===== src/rtl/packet_arbiter36_x3_if.sv =====
// fifo36 stream: data[32] SOF, data[33] EOF, data[35:34] occupancy.
// The source drives data/valid and the sink drives ready.
interface packet_arbiter36_x3_if;
    logic [35:0] data;
    logic        valid;
    logic        ready;

    modport master (output data, output valid, input ready);
    modport slave  (input data, input valid, output ready);
endinterface


===== src/rtl/packet_arbiter36_x3.sv =====
// Packet-granular 3:1 fifo36 arbiter (round-robin or strict priority)
// with a programmable enable mask and packet/drop counters.
module packet_arbiter36_x3 #(
    parameter int         BASE     = 0,
    parameter logic [2:0] EN_RESET = 3'b111
) (
    input  logic                         clk,
    input  logic                         rst,
    input  logic                         clr,
    input  logic                         set_stb,
    input  logic [7:0]                   set_addr,
    input  logic [31:0]                  set_data,
    packet_arbiter36_x3_if.slave         inp0,
    packet_arbiter36_x3_if.slave         inp1,
    packet_arbiter36_x3_if.slave         inp2,
    packet_arbiter36_x3_if.master        outp,
    output logic [1:0]                   grant,
    output logic [15:0]                  pkt_count,
    output logic [15:0]                  drop_count
);
    localparam logic [7:0] CTRL_ADDR = 8'(BASE);
    localparam logic [7:0] CLR_ADDR  = 8'(BASE + 1);

    typedef enum logic {IDLE, PASS} state_t;

    state_t      state_q, state_d;
    logic [1:0]  grant_q, grant_d;
    logic [1:0]  last_q, last_d;
    logic [2:0]  mask_q, mask_d;
    logic        strict_q, strict_d;
    logic [15:0] pkt_q, pkt_d;
    logic [15:0] drop_q, drop_d;

    logic [2:0][35:0] in_data;
    logic [2:0]       in_valid, in_ready, cand, orphan;
    logic [35:0]      out_data;
    logic             out_valid;
    logic [1:0]       pick, n_drop;
    logic             pick_ok;
    logic [16:0]      drop_sum;
    logic             unused_set_bits;

    assign in_data  = {inp2.data, inp1.data, inp0.data};
    assign in_valid = {inp2.valid, inp1.valid, inp0.valid};
    assign inp0.ready = in_ready[0];
    assign inp1.ready = in_ready[1];
    assign inp2.ready = in_ready[2];
    assign outp.data  = out_data;
    assign outp.valid = out_valid;
    assign grant      = grant_q;
    assign pkt_count  = pkt_q;
    assign drop_count = drop_q;
    assign unused_set_bits = ^{set_data[31:9], set_data[7:3]};

    // SOF beats start a packet; non-SOF beats seen while idle are orphans.
    assign cand   = in_valid & mask_q & {in_data[2][32], in_data[1][32], in_data[0][32]};
    assign orphan = in_valid & mask_q & ~{in_data[2][32], in_data[1][32], in_data[0][32]};

    function automatic logic [1:0] rr_idx(input logic [1:0] l, input logic [1:0] k);
        logic [2:0] s;
        s = {1'b0, l} + {1'b0, k};
        if (s >= 3'd3) s = s - 3'd3;
        return s[1:0];
    endfunction

    always_comb begin
        state_d   = state_q;
        grant_d   = grant_q;
        last_d    = last_q;
        mask_d    = mask_q;
        strict_d  = strict_q;
        pkt_d     = pkt_q;
        drop_d    = drop_q;
        out_data  = '0;
        out_valid = 1'b0;
        in_ready  = '0;
        pick      = 2'd0;
        pick_ok   = 1'b0;
        n_drop    = 2'd0;
        drop_sum  = '0;
        unique case (state_q)
            IDLE: begin
                for (int i = 0; i < 3; i++) begin
                    if (orphan[i]) begin
                        in_ready[i] = 1'b1;
                        n_drop      = n_drop + 2'd1;
                    end
                end
                // Loops run from lowest priority upward so the last hit wins.
                if (strict_q) begin
                    for (int i = 2; i >= 0; i--) begin
                        if (cand[i]) begin
                            pick_ok = 1'b1;
                            pick    = 2'(i);
                        end
                    end
                end else begin
                    for (int k = 3; k >= 1; k--) begin
                        if (cand[rr_idx(last_q, 2'(k))]) begin
                            pick_ok = 1'b1;
                            pick    = rr_idx(last_q, 2'(k));
                        end
                    end
                end
                if (pick_ok) begin
                    state_d = PASS;
                    grant_d = pick;
                end
                drop_sum = {1'b0, drop_q} + {15'd0, n_drop};
                drop_d   = drop_sum[16] ? 16'hFFFF : drop_sum[15:0];
            end
            PASS: begin
                for (int i = 0; i < 3; i++) begin
                    if (grant_q == 2'(i)) begin
                        out_data    = in_data[i];
                        out_valid   = in_valid[i];
                        in_ready[i] = outp.ready;
                    end
                end
                if (out_valid && outp.ready && out_data[33]) begin
                    state_d = IDLE;
                    last_d  = grant_q;
                    grant_d = 2'd3;
                    pkt_d   = pkt_q + 16'd1;
                end
            end
            default: state_d = IDLE;
        endcase
        if (set_stb && set_addr == CTRL_ADDR) begin
            mask_d   = set_data[2:0];
            strict_d = set_data[8];
        end
        // Clearing after the increments above makes the clear win.
        if (set_stb && set_addr == CLR_ADDR) begin
            pkt_d  = '0;
            drop_d = '0;
        end
        if (clr) begin
            state_d = IDLE;
            grant_d = 2'd3;
            last_d  = 2'd2;
        end
        if (rst) begin
            in_ready  = '0;
            out_valid = 1'b0;
        end
    end

    always_ff @(posedge clk) begin
        if (rst) begin
            state_q  <= IDLE;
            grant_q  <= 2'd3;
            last_q   <= 2'd2;
            mask_q   <= EN_RESET;
            strict_q <= 1'b0;
            pkt_q    <= '0;
            drop_q   <= '0;
        end else begin
            state_q  <= state_d;
            grant_q  <= grant_d;
            last_q   <= last_d;
            mask_q   <= mask_d;
            strict_q <= strict_d;
            pkt_q    <= pkt_d;
            drop_q   <= drop_d;
        end
    end
endmodule


===== src/flat_wrapper.sv =====
// flat-port wrapper written by rule: the top's interface ports become plain ports
module packet_arbiter36_x3_flat 
#(
    parameter int         BASE     = 0,
    parameter logic [2:0] EN_RESET = 3'b111
)
  (clk, rst, clr, set_stb, set_addr, set_data, grant, pkt_count, drop_count, inp0_data, inp0_valid, inp0_ready, inp1_data, inp1_valid, inp1_ready, inp2_data, inp2_valid, inp2_ready, outp_data, outp_valid, outp_ready);
  packet_arbiter36_x3_if inp0_i ();
  packet_arbiter36_x3_if inp1_i ();
  packet_arbiter36_x3_if inp2_i ();
  packet_arbiter36_x3_if outp_i ();
  input  logic clk;
  input  logic rst;
  input  logic clr;
  input  logic set_stb;
  input  logic [7:0] set_addr;
  input  logic [31:0] set_data;
  output logic [1:0] grant;
  output logic [15:0] pkt_count;
  output logic [15:0] drop_count;
  input wire logic [$bits(inp0_i.data)-1:0] inp0_data;
  input wire logic [$bits(inp0_i.valid)-1:0] inp0_valid;
  output wire logic [$bits(inp0_i.ready)-1:0] inp0_ready;
  input wire logic [$bits(inp1_i.data)-1:0] inp1_data;
  input wire logic [$bits(inp1_i.valid)-1:0] inp1_valid;
  output wire logic [$bits(inp1_i.ready)-1:0] inp1_ready;
  input wire logic [$bits(inp2_i.data)-1:0] inp2_data;
  input wire logic [$bits(inp2_i.valid)-1:0] inp2_valid;
  output wire logic [$bits(inp2_i.ready)-1:0] inp2_ready;
  output wire logic [$bits(outp_i.data)-1:0] outp_data;
  output wire logic [$bits(outp_i.valid)-1:0] outp_valid;
  input wire logic [$bits(outp_i.ready)-1:0] outp_ready;
  assign inp0_i.data = inp0_data;
  assign inp0_i.valid = inp0_valid;
  assign inp0_ready = inp0_i.ready;
  assign inp1_i.data = inp1_data;
  assign inp1_i.valid = inp1_valid;
  assign inp1_ready = inp1_i.ready;
  assign inp2_i.data = inp2_data;
  assign inp2_i.valid = inp2_valid;
  assign inp2_ready = inp2_i.ready;
  assign outp_data = outp_i.data;
  assign outp_valid = outp_i.valid;
  assign outp_i.ready = outp_ready;
  packet_arbiter36_x3 #(.BASE(BASE), .EN_RESET(EN_RESET)) u_core (.clk(clk), .rst(rst), .clr(clr), .set_stb(set_stb), .set_addr(set_addr), .set_data(set_data), .inp0(inp0_i), .inp1(inp1_i), .inp2(inp2_i), .outp(outp_i), .grant(grant), .pkt_count(pkt_count), .drop_count(drop_count));
endmodule

===== config.mk =====
export PLATFORM = sky130hd
export DESIGN_NAME = packet_arbiter36_x3_flat
export DESIGN_NICKNAME = d
export VERILOG_FILES = /design/src/rtl/packet_arbiter36_x3_if.sv /design/src/rtl/packet_arbiter36_x3.sv /design/src/flat_wrapper.sv
export SDC_FILE = /design/constraint.sdc
export NUM_CORES = 1
export LEC_CHECK = 0
export CAP_MARGIN = 10
export CORE_AREA = 2 2 89 91
export CTS_CLUSTER_SIZE = 12
export DETAILED_ROUTE_END_ITERATION = 8
export DIE_AREA = 0 0 91 93
export DONT_BUFFER_PORTS = 1
export PLACE_DENSITY = 0.64
export SLEW_MARGIN = 20
export SYNTH_ARGS = -nofsm -noshare
export SYNTH_HDL_FRONTEND = slang
export SYNTH_SLANG_ARGS = --single-unit
export TNS_END_PERCENT = 30

===== constraint.sdc =====
create_clock -name clk -period 6.06 [get_ports clk]
set_clock_uncertainty 0.15 [all_clocks]
set_input_delay 0.909 -clock clk [delete_from_list [all_inputs] [get_ports clk]]
set_output_delay 0.909 -clock clk [all_outputs]
set_load 0.01 [all_outputs]

### Word-level counts from Yosys, hierarchy flattened

Index checks and enable logic that the tools add are counted.

* register bits after elaboration: 41
* input port bits: 156
* output and inout bits: 74
* logic and storage cells: 105

* add/subtract/negate cells: 10
* magnitude comparators: 6
* equality and inequality tests: 5
* multiplexer cells: 62
* bitwise operators: 5
* reductions and logical operators: 10

Operators with widths (number)
* $mux W36: 5
* $mux W2: 23
* $mux W1: 26
* $add A16 B2 Y17: 1
* $add A16 B1 Y16 const B: 1
* $mux W16: 1
* $and A3 B3 Y3: 3
* $ge A3 B2 Y1 const B: 3
* $lt A2 B3 Y1 const B: 3
* $eq A8 B1 Y1 const B: 1
* $logic_not A8 Y1: 1
* $add A2 B2 Y3 const B: 2
* $bmux W1 S2: 3
* $pmux W3 S2: 1
* $sub A2 B2 Y2 const B: 3
* $add A2 B1 Y2 const B: 2
* $logic_and A1 B1 Y1: 4
* $pmux W2 S2: 1
* $reduce_and A2 Y1: 2
* $reduce_or A2 Y1: 2
* $add A2 B1 Y3 const B: 1
* $mux W3: 1
* $not A3 Y3: 1
* $eq A2 B1 Y1 const B: 1
* 6 further kinds: 6

### Logic depth before layout (Yosys ltp)

Gate-level depths: netlist of the first run.

* depth in word-level cells: 14
* mapped depth: 11
* depth with buffers taken out: 11

### Worst setup path after synthesis of the first run

Ideal clock, no wire load.

* kind: input port to flip-flop
* start: in inp0_valid
* end: reg u_core.drop_q[15], in the netlist u_core.drop_count[15]
* setup time: 0.078 ns
* data arrival time: 2.874 ns
* data required time: 5.832 ns
* path slack: 2.958 ns
* stages on the path: 11
* path buffers: 0
* cells stage by stage: nand2_1 > nor2_1 > ha_1 > xnor2_1 > ha_1 > fa_1 > nand3b_1 > nor3_2 > nand2_1 > and4b_1 > nor3_1

* longest elaborated chain between the ends: 12

Ends and longest elaborated chain
* from (decl): line flat_wrapper.sv:22 `input wire logic [$bits(inp0_i.valid)-1:0] inp0_valid;`
* $and A3 B3 Y3 (*) (2 in series): line packet_arbiter36_x3.sv:57 `assign orphan = in_valid & mask_q & ~{in_data[2][32], in_data[1][32], in_data[0][32]};`
* $mux W1 (*): line packet_arbiter36_x3.sv:84 `if (orphan[i]) begin`
* $mux W2 (*): line packet_arbiter36_x3.sv:81 `unique case (state_q)`
* $add A2 B1 Y2: line packet_arbiter36_x3.sv:86 `n_drop = n_drop + 2'd1;`
* $mux W2 (*): line packet_arbiter36_x3.sv:84
* $mux W2 (*): line packet_arbiter36_x3.sv:81
* $add A2 B1 Y2: line packet_arbiter36_x3.sv:86
* $mux W2 (*): line packet_arbiter36_x3.sv:84
* $mux W2 (*): line packet_arbiter36_x3.sv:81
* $add A16 B2 Y17 (*): line packet_arbiter36_x3.sv:109 `drop_sum = {1'b0, drop_q} + {15'd0, n_drop};`
* $mux W16 (*): line packet_arbiter36_x3.sv:110 `drop_d = drop_sum[16] ? 16'hFFFF : drop_sum[15:0];`
* to (signal assigned): line packet_arbiter36_x3.sv:165 `drop_q <= drop_d;`
* to (decl): line packet_arbiter36_x3.sv:32 `logic [15:0] drop_q, drop_d;`

Mark *: on every way between the ends. The rest lies on a longest branch, timed or not. The select of a mux whose other input is x is not followed.
A chain may end at the register's enable or synchronous reset.

### Worst setup path after layout of the first run

Same ends and word-level chain as after synthesis.

==> results of run 1 <==
==> logic make-up (layout without fill, tap and decap cells) <==
| group | count (synthesis) | count (layout) | share of synthesized area |
|---|---|---|---|
| xor+xnor | 8 | 8 | 0.0213 |
| buf+inv | 42 | 25 | 0.0532 |
| compound gates | 100 | 100 | 0.179 |
| mux | 48 | 48 | 0.146 |
| fa+ha+maj | 9 | 9 | 0.0365 |
| flops | 41 | 41 | 0.249 |
| simple gates | 213 | 213 | 0.314 |
==> worst register-to-register path, cell delays in order, from the launching register on <==
cell and delay (ns):
dfxtp_2 0.34, buf_4 0.53, mux2i_1 0.29, o2bb2ai_2 0.23, nand4_1 0.67, or4_1 0.75, a21oi_1 0.16
==> power breakdown <==
| part | internal (mW) | leakage (nW) | switching (mW) |
|---|---|---|---|
| Combinational | 0.0422 | 0.968 | 0.0651 |
| Clock | 0.166 | 0.0687 | 0.103 |
| Sequential | 0.274 | 0.331 | 0.00917 |
==> cell usage in the layout (no fill, tap or decap), types with 3 or more instances in the layout <==
cell type	instances
nor2b_1	3
o31ai_1	3
dfxtp_1	40
or3_1	8
and3_1	4
nand2b_1	6
nor3_1	11
ha_1	8
nand3_1	14
o21ai_0	7
xnor2_1	6
buf_4	4
a211o_1	3
nand4_1	13
nand3b_1	3
nand2_1	33
a21oi_1	59
inv_1	11
clkbuf_8	5
o21ai_1	8
and4_1	3
nor2_1	95
a31oi_1	7
mux2i_1	48
==> per-layer routing <==
metal,routed length (um),part of all wire
met1,4180,0.44
met2,4330,0.46
met3,856,0.091
met4,70,0.0074
met5,0,0
==> sequential cells by signal, indices dropped and copies added, names as in the netlist <==
signal,flops
u_core.drop_count,16
u_core.pkt_count,16
u_core.mask_q,3
u_core.grant,2
u_core.last_q,2
u_core.state_q,1
u_core.strict_q,1
==> path summary, 6_finish.rpt <==
check                                      start                     to  slack [ns]  depth (start not counted)
worst min register to register  u_core.last_q[1]       u_core.last_q[1]        0.37                          2
worst max register to register   u_core.grant[0]   u_core.pkt_count[13]        2.88                          6
worst min-delay path            u_core.last_q[1]       u_core.last_q[1]        0.37                          2
worst max-delay path                  inp0_valid  u_core.drop_count[15]        2.75                         11
==> cell type report <==
class | instances | area (um2)
Clock buffer | 5 | 68.8
Clock inverter | 3 | 68.8
Fill cell | 774 | 4060
Inverter | 13 | 48.8
Multi-Input combinational cell | 378 | 2300
Sequential cell | 41 | 822
Tap cell | 102 | 128
Timing Repair Buffer | 4 | 30.0
==> stage by stage <==
| stage | std cells | util |
|---|---|---|
| 2_1_floorplan | 461 | - |
| 3_3_place_gp | 538 | 0.442 |
| 3_5_place_dp | 538 | 0.442 |
| 4_1_cts | 546 | 0.460 |
| 5_1_grt | 546 | 0.460 |
| 6_report | 546 | 0.460 |
==> impl_metrics.csv, run 1 <==
group,metric,value,unit
yosys,netlist_top_cells_count,"95 x nor2_1, 59 x a21oi_1, 48 x mux2i_1",
yosys,synthArstFlopShare,0,
final_layout,antennaDiodeCount,0,
detailed_routing,route.detailed.drc,0,
clock_network,cts.sinks,41,
timing,hold_slack,0.366,ns
place,place_area,0.00333,mm2
clock_network,clock_latency,0.30,ns
detailed_routing,vias_per_cell,6.00,
place,gp_congestion,0.857,
global_route,grtUsageMet1,0.281,
detailed_routing,antenna_left,0,
global_route,grt_most_used_layer,"met2",
timing,slew_headroom,0.446,
detailed_routing,first_pass_iters,5,
yosys,synth_cell_types,53,
yosys,synth_top_area_frac,0.249,
global_route,overflow,0,
clock_network,cts_resized,0,
final_layout,finalInstanceArea,0.00346,mm2
detailed_routing,vias,3277,
timing,max_freq,0.302,GHz
yosys,yosys.area.top_type,"dfxtp_1",
timing,rsz0062_at_grt,"no",
global_route,grt.met3_usage,0.0612,
timing,worst_slew_pin_slew,0.828,ns
timing,hold_viol,0,
detailed_routing,drt_iter0_markers,161,
timing,tns,0,ns
global_route,grt_pass1_wl,15200,um
clock_network,postCtsSetupRepairBufs,0,
die,fp.dieW,91,um
job,drv_cap,0,
yosys,synthesis.instances,461,
global_route,grt_max_degree,44,
global_route,track_usage,0.216,
setup_path,slowest_stage,"nor3_2",
clock_network,cts_hold_buf,0,
final_layout,area_growth,5.25,%
yosys,synth_edf_count,0,
setup_path,required,6.14,ns
die,dieHeight,93,um
setup_path,critical_path_class,"input pin to flop",
detailed_routing,wl_per_cell,17.3,um
power,power_leakage,1.37,nW
final_layout,drive_gt1_frac,0.0541,
setup_path,path_delay_family,"simple AND/OR/NAND/NOR gates",
status,outcome,"finished, final reports clean",
yosys,yosys_warnings,0,
yosys,syn_nets,626,
yosys,synth_area_leaders,"dfxtp_1 25%, mux2i_1 15%, nor2_1 11%",
setup_path,slowest_delay,0.42,ns
timing,drv_slew,0,
final_layout,nNetsFinal,608,
yosys,avgSynthCellArea,7.14,um2
power,power_density,190,mW/mm2
setup_path,cp_cell_sequence,"nand2_1, nor2_1, ha_1, xnor2_1, ha_1, fa_1, nand3b_1, nor3_2, nand2_1, and4b_1, nor3_1",
setup_path,cp.arrival,3.39,ns
setup_path,start_kind,"input pin",
yosys,mappedNetlistArea,0.00329,mm2
clock_network,cts_buffers,5,
global_route,use_met2,0.357,
hold_path,worstHoldPathType,"flop to flop",
power,power.total,0.659,mW
die,rows,32,
timing,fin_crit,3.31,ns
yosys,synth_seq_cells,41,
global_route,grt_antenna_before_repair,0,
yosys,yosysSeqAreaShare,0.249,
timing,fin_crit_sh,0.546,
clock_network,clockRootBuffer,"clkbuf_8",
global_route,grt_pass1_vias,3073,
place,io_buffers,0,
yosys,yosysMostFrequentCell,"nor2_1",
timing,fin_ws,2.75,ns
detailed_routing,wl,9440,um
place,place_ws,2.45,ns
die,io_pins,230,
clock_network,cts_tree,"yes",
setup_path,crit_fanout,8,
clock_network,clk_path_buf_depth,2,
die,core_area,0.00753,mm2
place,dp_hpwl,7250,um
power,ir_drop,0.0931,mV
timing,setup_viol,0,
die,die_area,0.00846,mm2
clock_network,path_clk_slew,0.09,ns
setup_path,critPathBufInv,0,
clock_network,cts-htree-levels,2,
setup_path,worst_setup_path_end_kind,"flop",
yosys,ys.flop_type,"dfxtp_1",
die,start_util,0.437,
Power figures use the tool's default switching activity.
==> run 2: changes to the inputs <==
--- a/config.mk
+++ b/config.mk
@@ -6,12 +6,12 @@
 export NUM_CORES = 1
 export LEC_CHECK = 0
 export CAP_MARGIN = 10
-export CORE_AREA = 2 2 89 91
+export CORE_AREA = 2 2 88 90
 export CTS_CLUSTER_SIZE = 12
 export DETAILED_ROUTE_END_ITERATION = 8
-export DIE_AREA = 0 0 91 93
+export DIE_AREA = 0 0 90 92
 export DONT_BUFFER_PORTS = 1
-export PLACE_DENSITY = 0.64
+export PLACE_DENSITY = 0.67
 export SLEW_MARGIN = 20
 export SYNTH_ARGS = -nofsm -noshare
 export SYNTH_HDL_FRONTEND = slang
==> constraint.sdc (replaced) <==
create_clock -name clk -period 2.7 [get_ports clk]
set_clock_uncertainty 0.15 [all_clocks]
set_input_delay 0.405 -clock clk [delete_from_list [all_inputs] [get_ports clk]]
set_output_delay 0.405 -clock clk [all_outputs]
set_load 0.01 [all_outputs]
==> impl_metrics.csv, run 2 (synthesized netlist as in run 1, its figures left out) <==
group,metric,value,unit
status,outcome,"finished, final reports clean",
detailed_routing,vias_per_cell,5.97,
clock_network,cts_hold_buf,0,
clock_network,clockRootBuffer,"clkbuf_8",
clock_network,cts.sinks,41,
place,gp_congestion,0.885,
clock_network,cts_buffers,5,
global_route,track_usage,0.227,
final_layout,fin_util,0.486,
die,die_area,0.00828,mm2
timing,max_freq,0.386,GHz
power,ir_drop,0.172,mV
power,power_density,366,mW/mm2
timing,worst_slew_pin_slew,0.547,ns
hold_path,worstHoldPathType,"input pin to flop",
global_route,grt_antenna_before_repair,0,
detailed_routing,wl_met3,795,um
timing,fin_crit_sh,0.960,
setup_path,crit_fanout,4,
final_layout,layout_common_cells,"93 x nor2_1, 59 x a21oi_1, 48 x mux2i_1",
detailed_routing,wl_per_cell,17.3,um
setup_path,critical_path_class,"flop to flop",
setup_path,slowest_stage,"or4_4",
place,io_buffers,0,
setup_path,worst_setup_path_end_kind,"flop",
final_layout,nNetsFinal,626,
detailed_routing,wl_met1,4330,um
timing,rsz0062_at_grt,"yes",
global_route,grt_pass1_wl,15600,um
clock_network,clock_latency,0.30,ns
clock_network,cts-htree-levels,2,
clock_network,path_clk_slew,0.08,ns
die,start_util,0.442,
detailed_routing,antenna_left,0,
detailed_routing,first_pass_iters,4,
final_layout,fillers,773,
final_layout,drive_gt1_frac,0.108,
setup_path,required,2.72,ns
power,power_leakage,1.47,nW
detailed_routing,drt_iter0_markers,146,
detailed_routing,top_layer_used,"met4",
global_route,grt_pass1_vias,3181,
die,io_pins,230,
die,fp.dieW,90,um
global_route,overflow,0,
detailed_routing,wl,9760,um
final_layout,layout_commonest_cell,"nor2_1",
setup_path,start_kind,"flop",
place,place_ws,-0.0884,ns
die,core_area,0.00745,mm2
detailed_routing,met2_length,4530,um
detailed_routing,route.detailed.drc,0,
timing,fin_crit,2.59,ns
clock_network,clk_path_buf_depth,2,
setup_path,r2r_slack,0.11,ns
place,dp_hpwl,7610,um
final_layout,antennaDiodeCount,0,
setup_path,cp_cell_sequence,"nand2_1, nor2_4, buf_4, inv_1, ha_1, o21ai_2, buf_4, ha_1, a21oi_1, or4_4, nor3_4, and4b_1, nor3_1",
die,dieHeight,92,um
job,drv_cap,0,
setup_path,slowest_delay,0.45,ns
final_layout,area_growth,10.0,%
setup_path,cp.arrival,2.62,ns
global_route,grt_max_degree,36,
clock_network,cts_tree,"yes",
detailed_routing,vias,3367,
timing,drv_slew,0,
die,rows,32,
timing,fin_ws,0.108,ns
timing,slew_headroom,0.635,
timing,hold_viol,0,
timing,setup_viol,0,
## run 2: cell count changes in the layout (fill, tap and decap cells not counted), sizes merged
cell | before | now
clkinv | 1 | 3
buf | 4 | 22
clkbuf | 5 | 6
bufinv | 2 | 0
inv | 13 | 12
## run 2: where the power goes
part	leakage, nW	switching [mW]	internal, mW	total [mW]
sequential	0.330	0.0273	0.615	0.643
clock	0.0512	0.222	0.207	0.430
combinational	1.09	0.143	0.110	0.253
## run 2: worst paths after layout
path,from,end,cells past startpoint
worst max-delay path,u_core.mask_q[1],u_core.drop_count[15],13
worst min-delay path,rst,u_core.strict_q,1
worst max register to register,u_core.mask_q[1],u_core.drop_count[15],13
worst min register to register,u_core.last_q[1],u_core.last_q[1],2
## run 2: routing by layer
| metal | track usage | vias up |
|---|---|---|
| met5 | 0 | - |
| met4 | 0.0423 | 0 |
| met3 | 0.0674 | 13 |
| met2 | 0.387 | 153 |
| met1 | 0.287 | 1558 |
| li1 | - | 1643 |
## run 2: metrics by stage
stage          area, um2  hold WS, ns  instances  power, mW  TNS [ns]
4_1_cts             3550       0.0185        561       1.33         0
3_3_place_gp        3450        0.330        553      0.890         0
6_report            3620       0.0231        564       1.33         0
2_1_floorplan       3290        0.317        461      0.850         0
5_1_grt             3620      0.00868        564       1.39   -0.0457
3_5_place_dp        3450        0.331        553      0.898   -0.0884
## run 2: final cells by class
type                            count  area [um2]  share of cell area
Inverter                           13        48.8              0.0135
Tap cell                          102         128              0.0352
Clock inverter                      2        13.8             0.00380
Clock buffer                        6        82.6              0.0228
Timing Repair Buffer               22         178              0.0491
Multi-Input combinational cell    378        2350               0.648
Sequential cell                    41         823               0.227
## run 2: worst max-delay path: cells and delay by family (launching register included)
| kind | cells | cell delay (ns) |
|---|---|---|
| flip-flops | 1 | 0.35 |
| buffers and inverters | 3 | 0.32 |
| adder cells (fa/ha/maj) | 2 | 0.28 |
| AND/OR/NAND/NOR | 6 | 1.13 |
| AO/OA/AOI/OAI | 2 | 0.23 |
## run 2: repair_timing
item / CTS / global route
gates resized for setup: 1 / 11
endpoints found under the hold margin: 0 / 0
endpoints found under the setup margin: 1 / 10
setup buffers: 0 / 3
pin swaps: 0 / 7
